[src/rtl/shader_pkg.sv]
`default_nettype none
// ============================================================================
// Package  : shader_pkg
// Brief    : Shared timing constants, axis timing struct and colour type for
//            the shader pixel scheduler.
// Revision : 1.0 - initial release
// ============================================================================
package shader_pkg;

    typedef struct packed {
        int unsigned res;
        int unsigned front;
        int unsigned sync;
        int unsigned back;
    } timing_params_t;

    localparam timing_params_t c_vga_h = '{res: 640, front: 16, sync: 96, back: 48};
    localparam timing_params_t c_vga_v = '{res: 480, front: 10, sync: 2, back: 33};

    localparam int unsigned c_color_bits = 6;
    typedef logic [c_color_bits-1:0] color_t;

    function automatic int unsigned axis_total(timing_params_t p);
        return p.res + p.front + p.sync + p.back;
    endfunction

endpackage
`default_nettype wire

[src/rtl/scheduler_timing.sv]
`default_nettype none
// ============================================================================
// Module   : scheduler_timing
// Brief    : One video axis counter with sync window, blank and wrap flags.
// Revision : 1.0 - initial release
// ============================================================================
module scheduler_timing
    import shader_pkg::*;
#(
    parameter timing_params_t AXIS     = c_vga_h,
    parameter int unsigned    CNT_BITS = $clog2(axis_total(c_vga_h))
) (
    input  logic                clk_i,
    input  logic                rst_ni,
    input  logic                en_i,
    output logic [CNT_BITS-1:0] count_o,
    output logic                sync_o,
    output logic                blank_o,
    output logic                wrap_o
);

    localparam int unsigned c_total      = axis_total(AXIS);
    localparam int unsigned c_sync_start = AXIS.res + AXIS.front;
    localparam int unsigned c_sync_end   = AXIS.res + AXIS.front + AXIS.sync;
    localparam logic [CNT_BITS-1:0] c_last = CNT_BITS'(c_total - 1);

    logic [CNT_BITS-1:0] r_count;
    logic                w_wrap;

    assign w_wrap = (r_count == c_last);

    always_ff @(posedge clk_i or negedge rst_ni) begin
        if (!rst_ni) begin
            r_count <= '0;
        end else if (en_i) begin
            r_count <= w_wrap ? '0 : r_count + CNT_BITS'(1);
        end
    end

    // Compare at 32 bits so a sync window ending exactly at the total cannot alias.
    assign count_o = r_count;
    assign wrap_o  = w_wrap;
    assign blank_o = 32'(r_count) >= AXIS.res;
    assign sync_o  = (32'(r_count) >= c_sync_start) && (32'(r_count) < c_sync_end);

endmodule
`default_nettype wire

[src/rtl/shader_pixel_scheduler.sv]
`default_nettype none
// ============================================================================
// Module   : shader_pixel_scheduler
// Brief    : Video timing, look-ahead shader scheduling, colour capture and
//            frame time counter for the tiny shader pipeline.
// Options  : SHADER_TIME_PINGPONG_EN - time_o runs as a triangle wave instead
//            of a sawtooth.
// Revision : 1.0 - initial release
// ============================================================================
module shader_pixel_scheduler
    import shader_pkg::*;
#(
    parameter int unsigned WIDTH      = c_vga_h.res,
    parameter int unsigned HEIGHT     = c_vga_v.res,
    parameter int unsigned HFRONT     = c_vga_h.front,
    parameter int unsigned HSYNC      = c_vga_h.sync,
    parameter int unsigned HBACK      = c_vga_h.back,
    parameter int unsigned VFRONT     = c_vga_v.front,
    parameter int unsigned VSYNC      = c_vga_v.sync,
    parameter int unsigned VBACK      = c_vga_v.back,
    parameter logic        SYNC_POL   = 1'b1,
    parameter int unsigned NUM_INSTR  = 10,
    parameter int unsigned Y_SCALE    = 10,
    parameter int unsigned COLOR_BITS = c_color_bits,
    parameter int unsigned TIME_BITS  = 9
) (
    input  logic                                  clk_i,
    input  logic                                  rst_ni,
    input  logic                                  memory_shift_i,
    input  logic [COLOR_BITS-1:0]                 rgb_i,
    output logic                                  execute_o,
    output logic                                  mem_shift_o,
    output logic [$clog2(WIDTH/NUM_INSTR)-1:0]    x_pos_o,
    output logic [$clog2(HEIGHT/Y_SCALE)-1:0]     y_pos_o,
    output logic [TIME_BITS-1:0]                  time_o,
    output logic [COLOR_BITS-1:0]                 rrggbb_o,
    output logic                                  hsync_o,
    output logic                                  vsync_o,
    output logic                                  next_line_o,
    output logic                                  next_frame_o
);

    localparam timing_params_t c_h_axis = '{res: WIDTH, front: HFRONT, sync: HSYNC, back: HBACK};
    localparam timing_params_t c_v_axis = '{res: HEIGHT, front: VFRONT, sync: VSYNC, back: VBACK};
    localparam int unsigned c_htotal  = axis_total(c_h_axis);
    localparam int unsigned c_vtotal  = axis_total(c_v_axis);
    localparam int unsigned c_h_bits  = $clog2(c_htotal);
    localparam int unsigned c_v_bits  = $clog2(c_vtotal);
    localparam int unsigned c_xblocks = WIDTH / NUM_INSTR;
    localparam int unsigned c_yblocks = HEIGHT / Y_SCALE;
    localparam int unsigned c_xw      = $clog2(c_xblocks);
    localparam int unsigned c_yw      = $clog2(c_yblocks);
    localparam int unsigned c_xsub_w  = (NUM_INSTR > 1) ? $clog2(NUM_INSTR) : 1;
    localparam int unsigned c_ysub_w  = (Y_SCALE > 1) ? $clog2(Y_SCALE) : 1;

    localparam logic [c_h_bits-1:0] c_ahead_start = c_h_bits'(c_htotal - NUM_INSTR);
    localparam logic [c_xsub_w-1:0] c_xsub_last   = c_xsub_w'(NUM_INSTR - 1);
    localparam logic [c_ysub_w-1:0] c_ysub_last   = c_ysub_w'(Y_SCALE - 1);
    localparam logic [c_xw-1:0]     c_xpos_last   = c_xw'(c_xblocks - 1);
    localparam logic [c_yw-1:0]     c_ypos_last   = c_yw'(c_yblocks - 1);
    localparam logic [TIME_BITS-1:0] c_time_max   = '1;

    logic [c_h_bits-1:0] w_h, w_shade_h;
    logic [c_v_bits-1:0] w_v, w_shade_v;
    logic w_h_sync, w_h_blank, w_h_wrap, w_v_sync, w_v_blank, w_v_wrap;
    logic w_ahead_wrap, w_execute, w_advance, w_slot_end, w_row_end, w_frame_end;

    logic [c_xsub_w-1:0]   r_x_sub;
    logic [c_ysub_w-1:0]   r_y_sub;
    logic [c_xw-1:0]       r_x_pos;
    logic [c_yw-1:0]       r_y_pos;
    logic                  r_run, r_capture, r_hsync, r_vsync, r_next_line, r_next_frame;
    logic [COLOR_BITS-1:0] r_rgb;
    logic [TIME_BITS-1:0]  r_time;

    scheduler_timing #(.AXIS(c_h_axis), .CNT_BITS(c_h_bits)) u_h_timing (
        .clk_i  (clk_i),
        .rst_ni (rst_ni),
        .en_i   (1'b1),
        .count_o(w_h),
        .sync_o (w_h_sync),
        .blank_o(w_h_blank),
        .wrap_o (w_h_wrap)
    );

    scheduler_timing #(.AXIS(c_v_axis), .CNT_BITS(c_v_bits)) u_v_timing (
        .clk_i  (clk_i),
        .rst_ni (rst_ni),
        .en_i   (w_h_wrap),
        .count_o(w_v),
        .sync_o (w_v_sync),
        .blank_o(w_v_blank),
        .wrap_o (w_v_wrap)
    );

    // Shading runs NUM_INSTR clocks ahead; r_run keeps a line cut short by reset from being shaded.
    assign w_ahead_wrap = (w_h >= c_ahead_start);
    assign w_shade_h    = w_ahead_wrap ? (w_h - c_ahead_start) : (w_h + c_h_bits'(NUM_INSTR));
    assign w_shade_v    = !w_ahead_wrap ? w_v : (w_v_wrap ? '0 : w_v + c_v_bits'(1));
    assign w_execute    = (32'(w_shade_h) < WIDTH) && (32'(w_shade_v) < HEIGHT)
                          && (r_run || w_ahead_wrap);

    assign w_advance   = w_execute || (r_x_sub != '0);
    assign w_slot_end  = w_advance && (r_x_sub == c_xsub_last);
    assign w_row_end   = w_slot_end && (r_x_pos == c_xpos_last);
    assign w_frame_end = w_h_wrap && w_v_wrap;

    always_ff @(posedge clk_i or negedge rst_ni) begin
        if (!rst_ni) begin
            r_run   <= 1'b0;
            r_x_sub <= '0;
            r_x_pos <= '0;
            r_y_sub <= '0;
            r_y_pos <= '0;
        end else begin
            if (w_h_wrap) r_run <= 1'b1;
            if (w_advance) r_x_sub <= w_slot_end ? '0 : r_x_sub + c_xsub_w'(1);
            if (w_slot_end) r_x_pos <= w_row_end ? '0 : r_x_pos + c_xw'(1);
            if (w_frame_end) begin
                r_y_sub <= '0;
                r_y_pos <= '0;
            end else if (w_row_end) begin
                if (r_y_sub == c_ysub_last) begin
                    r_y_sub <= '0;
                    r_y_pos <= (r_y_pos == c_ypos_last) ? '0 : r_y_pos + c_yw'(1);
                end else begin
                    r_y_sub <= r_y_sub + c_ysub_w'(1);
                end
            end
        end
    end

    // Colour is gated with the current blank so it lines up with the one-cycle-late syncs.
    always_ff @(posedge clk_i or negedge rst_ni) begin
        if (!rst_ni) begin
            r_capture    <= 1'b0;
            r_hsync      <= ~SYNC_POL;
            r_vsync      <= ~SYNC_POL;
            r_next_line  <= 1'b0;
            r_next_frame <= 1'b0;
            r_rgb        <= '0;
        end else begin
            r_capture    <= (r_x_sub == c_xsub_last);
            r_hsync      <= w_h_sync ? SYNC_POL : ~SYNC_POL;
            r_vsync      <= w_v_sync ? SYNC_POL : ~SYNC_POL;
            r_next_line  <= w_h_wrap;
            r_next_frame <= w_frame_end;
            if (w_h_blank || w_v_blank) r_rgb <= '0;
            else if (r_capture)         r_rgb <= rgb_i;
        end
    end

`ifdef SHADER_TIME_PINGPONG_EN
    logic r_time_up;

    always_ff @(posedge clk_i or negedge rst_ni) begin
        if (!rst_ni) begin
            r_time    <= '0;
            r_time_up <= 1'b1;
        end else if (r_next_frame) begin
            if (r_time_up) begin
                r_time <= r_time + TIME_BITS'(1);
                if (r_time == c_time_max - TIME_BITS'(1)) r_time_up <= 1'b0;
            end else begin
                r_time <= r_time - TIME_BITS'(1);
                if (r_time == TIME_BITS'(1)) r_time_up <= 1'b1;
            end
        end
    end
`else
    always_ff @(posedge clk_i or negedge rst_ni) begin
        if (!rst_ni) begin
            r_time <= '0;
        end else if (r_next_frame) begin
            r_time <= r_time + TIME_BITS'(1);
        end
    end
`endif

    assign execute_o    = w_execute;
    assign mem_shift_o  = w_advance || memory_shift_i;
    assign x_pos_o      = r_x_pos;
    assign y_pos_o      = r_y_pos;
    assign time_o       = r_time;
    assign rrggbb_o     = r_rgb;
    assign hsync_o      = r_hsync;
    assign vsync_o      = r_vsync;
    assign next_line_o  = r_next_line;
    assign next_frame_o = r_next_frame;

endmodule
`default_nettype wire

[config.mk]
export PLATFORM = sky130hd
export DESIGN_NAME = shader_pixel_scheduler
export DESIGN_NICKNAME = d
export VERILOG_FILES = /design/src/rtl/shader_pkg.sv /design/src/rtl/scheduler_timing.sv /design/src/rtl/shader_pixel_scheduler.sv
export SDC_FILE = /design/constraint.sdc
export NUM_CORES = 1
export LEC_CHECK = 0
export BUFFER_PORTS_ARGS = -buffer_cell sky130_fd_sc_hd__buf_2
export CAP_MARGIN = 20
export CORE_MARGIN = 10
export CORE_UTILIZATION = 30
export CTS_CLUSTER_SIZE = 30
export DETAILED_ROUTE_END_ITERATION = 12
export PLACE_DENSITY = 0.48
export SYNTH_ARGS = -nofsm -noshare
export SYNTH_HDL_FRONTEND = slang
export SYNTH_SLANG_ARGS = --single-unit
[constraint.sdc]
create_clock -name clk_i -period 3.37 [get_ports clk_i]
set_input_delay 0.337 -clock clk_i [delete_from_list [all_inputs] [get_ports clk_i]]
set_output_delay 0.337 -clock clk_i [all_outputs]
set_load 0.02 [all_outputs]
==> results.py <==
metrics = {
    "logic_synthesis": {
        "yosysTopAreaCellShare": 0.5064,
        "synth_area_leaders": "dfrtp_1 51%, xnor2_1 4.6%, ha_1 4.2%, nand2_1 3.6%, nor2_1 3.1%",
        "syn_inst": 289,
        "synth_edf_count": 0,
        "synth-seq-cells": 61,
        "post-synth-top-area-cell": "dfrtp_1",
        "async_reset_ff_frac": 1.000,
        "ys_types": 53,
        "syn_area_um2": 3014,
        "syn_avg_cell_area_um2": 10.43,
        "syn-num-nets": 308,
        "ys_warn_count": 0,
        "seq_area_frac_synth": 0.5064,
        "synth_flop_cell": "dfrtp_1",
    },
    "global_routing": {
        "globalRouteTotalUtil": 0.09122,
        "grt_overflow": 0,
        "grt_antenna_before_repair": 0,
        "grt_max_degree": 30,
        "grt_pass1_vias": 2194,
        "grt_pass1_wl_um": 10630,
    },
    "place": {
        "io_buffers": 41,
        "dp.cells": 457,
        "place_ws_ns": 1.009,
        "hpwl_um": 4677,
        "finalWeightedCongestion": 0.7559,
    },
    "critical_path": {
        "start_kind": "register",
        "startpoint": "u_v_timing.count_o[1]",
        "arrival_ns": 2.40,
        "regToRegSetupSlack_ns": 1.11,
        "crit_fanout": 8,
        "slowest_stage": "dfrtp_1",
        "crit_path_max_incr_delay_ns": 0.40,
        "rr_startpoint": "r_x_sub[1]",
        "worst-endpoint-required_ns": 3.03,
        "worstSetupEndpointType": "output port",
        "endpoint": "mem_shift_o",
        "path_class": "reg -> out",
        "rr_worst_depth": 10,
        "r2r_end": "y_pos_o[3]",
        "crit_path_cell_trace": "ha_1, nor4b_1, a32oi_1, a22oi_1, o21ai_2, nor4b_4, nand2b_1, buf_2",
    },
    "clock_tree": {
        "clockBufferDepth": 2,
        "cts.sinks": 61,
        "cts_resized": 0,
        "cts_setup_buffers": 0,
        "cts_tree": "done",
        "cts_hold_buf": 0,
        "htree_num_levels": 3,
        "cts-root-buf": "clkbuf_8",
        "clk_pin_slew_worst_paths_ns": 0.07,
        "cts_buffers": 9,
        "clock_latency_ns": 0.35,
    },
    "floorplan": {
        "top_level_ports": 42,
        "start_util": 0.3084,
        "core_area_um2": 9774,
        "die_height_um": 120.2,
        "dieArea_um2": 14460,
        "rows": 36,
        "dieWidth_um": 120.2,
    },
    "finish": {
        "num-fill-cells": 1002,
        "drive_gt1_frac": 0.2235,
        "instances_no_fill": 473,
        "nNetsFinal": 354,
        "syn2layout_area_growth_pct": 18.22,
        "diodes": 0,
        "final_util": 0.3646,
    },
    "drt": {
        "drt_pass1_iterations": 4,
        "routed_wl_um": 6404,
        "routed_via_density": 4.683,
        "num_vias": 2215,
        "drc": 0,
        "post_drt_wl_per_cell_um": 13.54,
        "antenna_left": 0,
        "drt-initial-drc-count": 109,
    },
    "sta": {
        "max_freq_mhz": 365.9,
        "fin_tns_setup_ns": 0,
        "finalSetupViolations": 0,
        "skew_ns": 0.01341,
        "hold_violations": 0,
        "period_minus_slack_ns": 2.733,
        "finalCritPeriodShare": 0.8109,
        "worst_pin_slew_ns": 0.6907,
        "holdWs_ns": 0.03544,
        "maxSlewViolCount": 0,
        "rsz0062_at_grt": "false",
        "layout_setup_ws_ns": 0.6372,
        "relSlewSlack": 0.5395,
    },
    "power_and_ir_drop": {
        "ir_drop_mv": 0.2012,
        "powerDensity_nw_per_um2": 393.8,
        "p_leak_nw": 1.751,
    },
    "flow_run": {
        "drv_cap": 0,
    },
    "min_path": {
        "hold_class": "in -> async",
    },
    "run_status": {
        "status": "finished, final reports clean",
    },
}
metrics by stage:
| step | power [mW] | area (um2) |
|---|---|---|
| floorplan | 0.7475 | 3014 |
| global placement | 0.7710 | 3364 |
| detailed placement | 0.7708 | 3364 |
| CTS | 1.434 | 3563 |
| global route | 1.469 | 3563 |
| finish | 1.403 | 3563 |
kinds of logic after synthesis:
logic type               synth area share
AO/OA/AOI/OAI                     0.08925
XOR/XNOR                          0.07555
adder cells (fa/ha/maj)           0.04151
buffers and inverters             0.02697
flip-flops                         0.5064
multiplexers                      0.03404
AND/OR/NAND/NOR                    0.2262
report_power, final:
part,leakage [nW],switching (mW),internal [mW],total (mW)
Clock,0.0918,0.305,0.343,0.649
Sequential,0.838,0,0.732,0.732
Combinational,0.821,0.0174,0.00561,0.0230
critical path, delay by kind of cell, from the launching register on:
family / cells / cell delay (ns)
flops: 1 / 0.40
compound gates: 3 / 0.43
buf+inv: 1 / 0.16
fa+ha+maj: 1 / 0.32
simple gates: 3 / 0.74
per-layer routing:
| metal | vias to the layer above | part of all wire | global-route usage | routed length [um] |
|---|---|---|---|---|
| li1 | 1098 | - | - | - |
| met1 | 1050 | 0.46 | 0.1091 | 2942 |
| met2 | 51 | 0.46 | 0.1417 | 2970 |
| met3 | 16 | 0.056 | 0.03490 | 357 |
| met4 | 0 | 0.021 | 0.04374 | 134 |
| met5 | - | 0 | 0 | 0 |
cell usage after synthesis (6+ instances only):
cell,n
a21oi_1,7
dfrtp_1,61
ha_1,10
inv_1,9
mux2i_1,8
nand2_1,29
nand2b_1,6
nand3_1,14
nand4_1,8
nor2_1,25
nor3_1,7
o21ai_0,18
xnor2_1,16
xor2_1,10
state kept, by name, indices dropped and copies added, names as in the netlist, 4 cells and up:
signal and count:
x_pos_o 6, y_pos_o 6, time_o 9, u_v_timing.count_o 10, r_y_sub 4, rrggbb_o 6, u_h_timing.count_o 10, r_x_sub 4
how the worst min path moves through the flow:
| stage | start | endpoint | slack [ns] | cells past startpoint |
|---|---|---|---|---|
| finish | rst_ni | r_x_sub[2] | 0.04 | 1 |
| global route | rst_ni | x_pos_o[5] | 0.08 | 1 |
| CTS | rst_ni | x_pos_o[5] | 0.05 | 1 |
| detailed placement | rst_ni | r_x_sub[2] | 0.43 | 1 |
| global placement | rst_ni | r_x_sub[2] | 0.43 | 1 |
| floorplan | rst_ni | hsync_o | 0.04 | 0 |
layout by cell type, fill, tap and decap left out, drive strengths merged, types with 2 or more instances in the layout:
| cell type | n |
|---|---|
| a211oi | 2 |
| a21o | 2 |
| a21oi | 7 |
| a31oi | 3 |
| and2 | 2 |
| and3 | 4 |
| and4 | 3 |
| buf | 44 |
| clkbuf | 9 |
| clkinv | 2 |
| clkinvlp | 3 |
| dfrtp | 61 |
| ha | 10 |
| inv | 11 |
| mux2 | 2 |
| mux2i | 8 |
| nand2 | 31 |
| nand2b | 6 |
| nand3 | 15 |
| nand3b | 3 |
| nand4 | 8 |
| nor2 | 26 |
| nor2b | 3 |
| nor3 | 8 |
| nor3b | 3 |
| nor4 | 2 |
| nor4b | 3 |
| o21ai | 22 |
| xnor2 | 16 |
| xor2 | 10 |
cell type report:
type,count,area (um2),area share
Clock buffer,9,123.9,0.03476
Clock inverter,7,75.07,0.02107
Inverter,10,37.54,0.01053
Multi-Input combinational cell,209,1406,0.3947
Sequential cell,61,1526,0.4284
Tap cell,133,166.4,0.04670
Timing Repair Buffer,44,227.7,0.06390
No activity file was read; power rests on OpenSTA's default activity.
